**src/rtl/axi_lite_cfg_sequencer.sv**
```systemverilog
// AXI4-Lite configuration sequencer: walks a table of {addr, data, mask}
// entries, writes each one to a control slave, and optionally verifies it
// by reading it back. Verify mismatches are retried. Slave errors and
// timeouts abort the sequence and are reported through err_code and err_idx.
module axi_lite_cfg_sequencer #(
  parameter int ADDR_W    = 8,
  parameter int DATA_W    = 32,
  parameter int N_CMD     = 8,
  parameter int MAX_RETRY = 2,
  parameter int TIMEOUT   = 256,
  localparam int IDX_W    = (N_CMD > 1) ? $clog2(N_CMD) : 1
) (
  input  logic              s_axi_ctrl_aclk,
  input  logic              s_axi_ctrl_areset,
  input  logic              start,
  output logic              busy,
  output logic              done,
  output logic              error,
  output logic [1:0]        err_code,
  output logic [IDX_W-1:0]  err_idx,
  output logic [IDX_W-1:0]  tbl_idx,
  input  logic [ADDR_W-1:0] tbl_addr,
  input  logic [DATA_W-1:0] tbl_data,
  input  logic [DATA_W-1:0] tbl_mask,
  output logic              s_axi_ctrl_awvalid,
  input  logic              s_axi_ctrl_awready,
  output logic [ADDR_W-1:0] s_axi_ctrl_awaddr,
  output logic              s_axi_ctrl_wvalid,
  input  logic              s_axi_ctrl_wready,
  output logic [DATA_W-1:0] s_axi_ctrl_wdata,
  input  logic              s_axi_ctrl_bvalid,
  output logic              s_axi_ctrl_bready,
  input  logic [1:0]        s_axi_ctrl_bresp,
  output logic              s_axi_ctrl_arvalid,
  input  logic              s_axi_ctrl_arready,
  output logic [ADDR_W-1:0] s_axi_ctrl_araddr,
  input  logic              s_axi_ctrl_rvalid,
  output logic              s_axi_ctrl_rready,
  input  logic [DATA_W-1:0] s_axi_ctrl_rdata,
  input  logic [1:0]        s_axi_ctrl_rresp
);

  localparam int TMO_W = $clog2(TIMEOUT + 1);
  localparam int RTY_W = (MAX_RETRY > 0) ? $clog2(MAX_RETRY + 1) : 1;

  typedef enum logic [2:0] {
    S_IDLE, S_WR, S_B, S_RD, S_R, S_NEXT, S_DONE, S_ERROR
  } state_t;

  state_t           state, nxt;
  logic [1:0]       err_nxt;
  logic [TMO_W-1:0] tmo;
  logic [RTY_W-1:0] retries;
  logic             armed, aw_done, w_done;
  logic             aw_hs, w_hs, tmo_hit, verify_ok;

  assign aw_hs     = s_axi_ctrl_awvalid & s_axi_ctrl_awready;
  assign w_hs      = s_axi_ctrl_wvalid & s_axi_ctrl_wready;
  assign tmo_hit   = (tmo == TMO_W'(TIMEOUT - 1));
  assign verify_ok = ((s_axi_ctrl_rdata ^ s_axi_ctrl_wdata) & tbl_mask) == '0;
  assign s_axi_ctrl_araddr = s_axi_ctrl_awaddr;

  // State register
  always_ff @(posedge s_axi_ctrl_aclk) begin
    if (s_axi_ctrl_areset) state <= S_IDLE;
    else                   state <= nxt;
  end

  // Next-state decode, including the error code for any transition to ERROR
  always_comb begin
    nxt     = state;
    err_nxt = 2'd0;
    case (state)
      S_IDLE, S_DONE, S_ERROR: if (start) nxt = S_WR;
      S_WR: begin
        if (armed && (aw_done || aw_hs) && (w_done || w_hs)) nxt = S_B;
        else if (tmo_hit) begin nxt = S_ERROR; err_nxt = 2'd3; end
      end
      S_B: begin
        if (s_axi_ctrl_bvalid) begin
          if (s_axi_ctrl_bresp != 2'b00) begin nxt = S_ERROR; err_nxt = 2'd2; end
          else if (tbl_mask != '0)        nxt = S_RD;
          else                            nxt = S_NEXT;
        end else if (tmo_hit) begin nxt = S_ERROR; err_nxt = 2'd3; end
      end
      S_RD: begin
        if (s_axi_ctrl_arready) nxt = S_R;
        else if (tmo_hit) begin nxt = S_ERROR; err_nxt = 2'd3; end
      end
      S_R: begin
        if (s_axi_ctrl_rvalid) begin
          if (s_axi_ctrl_rresp != 2'b00) begin nxt = S_ERROR; err_nxt = 2'd2; end
          else if (verify_ok)                     nxt = S_NEXT;
          else if (retries < RTY_W'(MAX_RETRY))   nxt = S_WR;
          else begin nxt = S_ERROR; err_nxt = 2'd1; end
        end else if (tmo_hit) begin nxt = S_ERROR; err_nxt = 2'd3; end
      end
      S_NEXT: nxt = (tbl_idx == IDX_W'(N_CMD - 1)) ? S_DONE : S_WR;
      default: nxt = S_IDLE;
    endcase
  end

  // Datapath: table index, retries, timeout, write-channel progress, error capture.
  // tbl_idx only advances on the NEXT->WR edge, so the table output for the new
  // index is first valid inside WR; the first WR cycle latches awaddr/wdata
  // (armed) and the valids rise on the following cycle.
  always_ff @(posedge s_axi_ctrl_aclk) begin
    if (s_axi_ctrl_areset) begin
      tmo               <= '0;
      retries           <= '0;
      tbl_idx           <= '0;
      err_code          <= '0;
      err_idx           <= '0;
      armed             <= 1'b0;
      aw_done           <= 1'b0;
      w_done            <= 1'b0;
      s_axi_ctrl_awaddr <= '0;
      s_axi_ctrl_wdata  <= '0;
    end else begin
      if (nxt != state)  tmo <= '0;
      else if (!tmo_hit) tmo <= tmo + 1'b1;

      if ((state == S_IDLE || state == S_DONE || state == S_ERROR) && start) begin
        err_code <= '0;
        err_idx  <= '0;
        tbl_idx  <= '0;
        retries  <= '0;
      end
      if (state == S_NEXT && nxt == S_WR) begin
        tbl_idx <= tbl_idx + 1'b1;
        retries <= '0;
      end
      if (state == S_R && nxt == S_WR) retries <= retries + 1'b1;
      if (nxt == S_ERROR && state != S_ERROR) begin
        err_code <= err_nxt;
        err_idx  <= tbl_idx;
      end

      if (nxt == S_WR && state != S_WR) begin
        armed   <= 1'b0;
        aw_done <= 1'b0;
        w_done  <= 1'b0;
      end else if (state == S_WR) begin
        if (!armed) begin
          armed             <= 1'b1;
          s_axi_ctrl_awaddr <= tbl_addr;
          s_axi_ctrl_wdata  <= tbl_data;
        end
        if (aw_hs) aw_done <= 1'b1;
        if (w_hs)  w_done  <= 1'b1;
      end
    end
  end

  // Output decode from state and channel progress flags
  always_comb begin
    busy               = (state == S_WR) || (state == S_B) || (state == S_RD) ||
                         (state == S_R)  || (state == S_NEXT);
    done               = (state == S_DONE);
    error              = (state == S_ERROR);
    s_axi_ctrl_awvalid = (state == S_WR) && armed && !aw_done;
    s_axi_ctrl_wvalid  = (state == S_WR) && armed && !w_done;
    s_axi_ctrl_bready  = (state == S_B);
    s_axi_ctrl_arvalid = (state == S_RD);
    s_axi_ctrl_rready  = (state == S_R);
  end

endmodule

```
**config.mk**
```make
export PLATFORM = sky130hd
export DESIGN_NAME = axi_lite_cfg_sequencer
export DESIGN_NICKNAME = d
export VERILOG_FILES = /design/src/rtl/axi_lite_cfg_sequencer.sv
export SDC_FILE = /design/constraint.sdc
export NUM_CORES = 1
export LEC_CHECK = 0
export ABC_AREA = 1
export CAP_MARGIN = 10
export CORE_UTILIZATION = 34
export DETAILED_ROUTE_END_ITERATION = 6
export PLACE_DENSITY = 0.71
export SETUP_SLACK_MARGIN = 0.2
export SLEW_MARGIN = 15
export SYNTH_ARGS = -nofsm -noshare
export SYNTH_HDL_FRONTEND = slang
export SYNTH_SLANG_ARGS = --single-unit
```
**constraint.sdc**
```tcl
create_clock -name s_axi_ctrl_aclk -period 2.55 [get_ports s_axi_ctrl_aclk]
set_clock_uncertainty 0.2 [all_clocks]
set_input_delay 0.255 -clock s_axi_ctrl_aclk [delete_from_list [all_inputs] [get_ports s_axi_ctrl_aclk]]
set_output_delay 0.255 -clock s_axi_ctrl_aclk [all_outputs]
set_load 0.03 [all_outputs]
```
==> impl_results.md <==
- Final period util: 93.2%
- Slew headroom: 59.0%
- Most common cell after layout, fill and taps aside: clkdlybuf4s50_1
- Worst setup path category: reg -> reg
- Clock Tree Root: clkbuf_8
- Maximum Capacitance Violations: 0
- VDD IR-drop max: 320 uV
- GRT Total Usage: 21.9%
- Io pins: 180
- DR vias: 4236
- Reg area: 1310 sq um
- Min cycle time layout: 2.38 ns
- Final net count: 884
- Number of fill cells: 991
- Syn avg cell area: 6.32 sq um
- Vias in the first global route: 4097
- Worst-path clk slew: 0.09 ns
- Num CTS Buffers: 9
- Initial DRC count: 163
- RePlAce Congestion: 0.911
- Die height: 105 um
- Core footprint: 10300 sq um
- Post-route DRC violation count: 0
- Global-route wire length before repair: 19.2 mm
- Worst reg-to-reg setup slack: 0.17 ns
- Warning count from the yosys run: 0
- Chip width: 105 um
- Worst Slack Setup Final: 0.175 ns
- Sequential area share after synthesis: 36.1%
- Endpoints failing hold: 0
- Initial core utilization: 34.9%
- Worst Setup End Kind: flop
- Min-delay worst type: reg -> reg
- Final setup viols: 0
- Async set or reset register ratio after synthesis: 0%
- Status: finished, final reports clean
- Most frequent cells in the layout: clkdlybuf4s50_1, nand2_1, inv_1, nor2_1, dfxtp_1
- H-tree levels: 3
- RSZ-0062 raised after global routing: true
- Die area: 11000 sq um
- Max Slew Vio Count: 0
- DR WL/cell: 13.7 um
- Power per cell area: 532 nW/um^2
- Max Root-Sink Buffers: 2
- Req. time, crit path: 2.64 ns
- Post-Place Worst Slack: -0.0980 ns
- CTS tree: yes
- Clk_lat worst skew: 0.35 ns
- Yosys reg bits: 65
- CTS sink count: 65
- P_leak: 2.66 nW
- Number of synthesized flops with an enable pin: 0
- Initial antenna violation count: 0
- Layout cells sized above 1: 14.0%
- Synth Cell Area: 3610 sq um
- Highest clock rate: 0.421 GHz
- IO Port Bufs: 179
- Detailed Routing Iterations Pass 1: 4
- FP Rows: 37
- DR vias/cell: 4.68
- Synth Flop Type: dfxtp_1
- Worst EP arrival: 2.46 ns
- Startpoint class of the critical path: flop
- Critical Path Fanout Max: 6
- Synth unique cells: 31
- Routed Antenna Nets: 0
- Routed wire length: 12.4 mm
- GRT overflow: 0
- Total Power: 3.25 mW
- Worst slew pin tran: 0.615 ns
- DPL Wire Length: 9.53 mm
- Synth Net Count: 691
- Largest net degree at the start of global routing: 68
- Gate count of the mapped netlist: 571
- Syn-to-layout area delta: 69.6%
- Fin cells: 905
- Area taken by multi-input logic gates: 2080 sq um
- ANT cells: 0
- Cells after DPL: 878
[cells by family after synthesis]
logic type                 share of synthesized area, %
xor gates and xnor gates                           1.46
buffers and inverters                              12.4
DFF                                                36.1
muxes                                             0.278
adders and majority gates                          1.39
AOI/OAI and AO/OA                                  14.1
and+or+nand+nor                                    34.3
[Yosys cell counts (2+ instances only)]
cell	number	area share, %
nor2_1	78	8.1
inv_1	84	8.7
nand2_2	4	0.69
nand2_1	129	13
buf_4	8	1.7
or2_2	4	0.69
dfxtp_1	65	36
nor3_1	11	1.5
o211ai_1	2	0.42
nand4_1	4	0.69
o21ai_0	45	6.2
clkbuf_1	14	1.5
ha_1	4	1.4
inv_2	3	0.31
a21oi_1	48	6.7
nand3_1	49	6.8
xor2_1	5	1.2
[metrics by stage]
stage	hold WS, ns	TNS [ns]	instance area (sq um)	utilization [%]
6_report	0.275	0	6110	59.2
5_1_grt	0.282	0	6110	59.2
4_1_cts	0.272	0	5910	57.2
3_5_place_dp	0.274	-1.12	5570	54.0
3_3_place_gp	0.261	-0.778	5570	54.0
2_1_floorplan	0.190	0	3610	-
[state kept, by name, summed over array words and instances (netlist names)]
register           count
retries                2
state                  3
err_idx                3
err_code               2
s_axi_ctrl_araddr      8
tmo                    9
armed                  1
s_axi_ctrl_wdata      32
aw_done                1
tbl_idx                3
w_done                 1
[where the power goes]
group | total (mW) | leakage (nW) | internal [mW] | switching (mW)
Sequential | 1.18 | 0.535 | 1.11 | 0.0773
Combinational | 1.03 | 2.01 | 0.471 | 0.561
Clock | 1.04 | 0.114 | 0.571 | 0.464
[repair_timing]
| item | 4_1_cts | 5_1_grt |
|---|---|---|
| resized for setup | 22 | 40 |
| hold buffers | 0 | 0 |
| buffers inserted | 4 | 6 |
| gates cloned | 1 | 0 |
| setup endpoints to repair | 26 | 29 |
| pin swaps | 11 | 14 |
[metal layers]
layer	vias to the layer above	track usage [%]	routed length [um]
met5	-	0	0
met4	0	8.45	233
met3	19	4.55	754
met2	137	37.4	5900
met1	1893	26.9	5490
li1	2187	-	-
[final timing paths]
| kind | from | endpoint | depth (start not counted) |
|---|---|---|---|
| max | tmo[1] | err_idx[1] | 14 |
| min | w_done | w_done | 2 |
| max reg2reg | tmo[1] | err_idx[1] | 14 |
| min reg2reg | w_done | w_done | 2 |
[area by class of cell]
type                    instances  area share, %
clock inverters                 7           1.76
well taps                     136           2.78
repair buffers                204           32.5
clock buffers                   9           2.03
flip-flops and latches         65           21.4
inverters                      88           5.44
multi-input cells             396           34.1
[critical path, cell delays in order (launching register included)]
cell and delay [ns]:
dfxtp_2 0.34, ha_4 0.16, nand4_1 0.12, nor2_2 0.06
ha_4 0.18, buf_4 0.13, buf_4 0.15, inv_1 0.07
nand2_1 0.06, nand2_2 0.09, nand2_2 0.07, nand3b_1 0.29
nand2_4 0.18, nand3_1 0.09, a21oi_2 0.13
No activity file was read; power rests on OpenSTA's default activity.
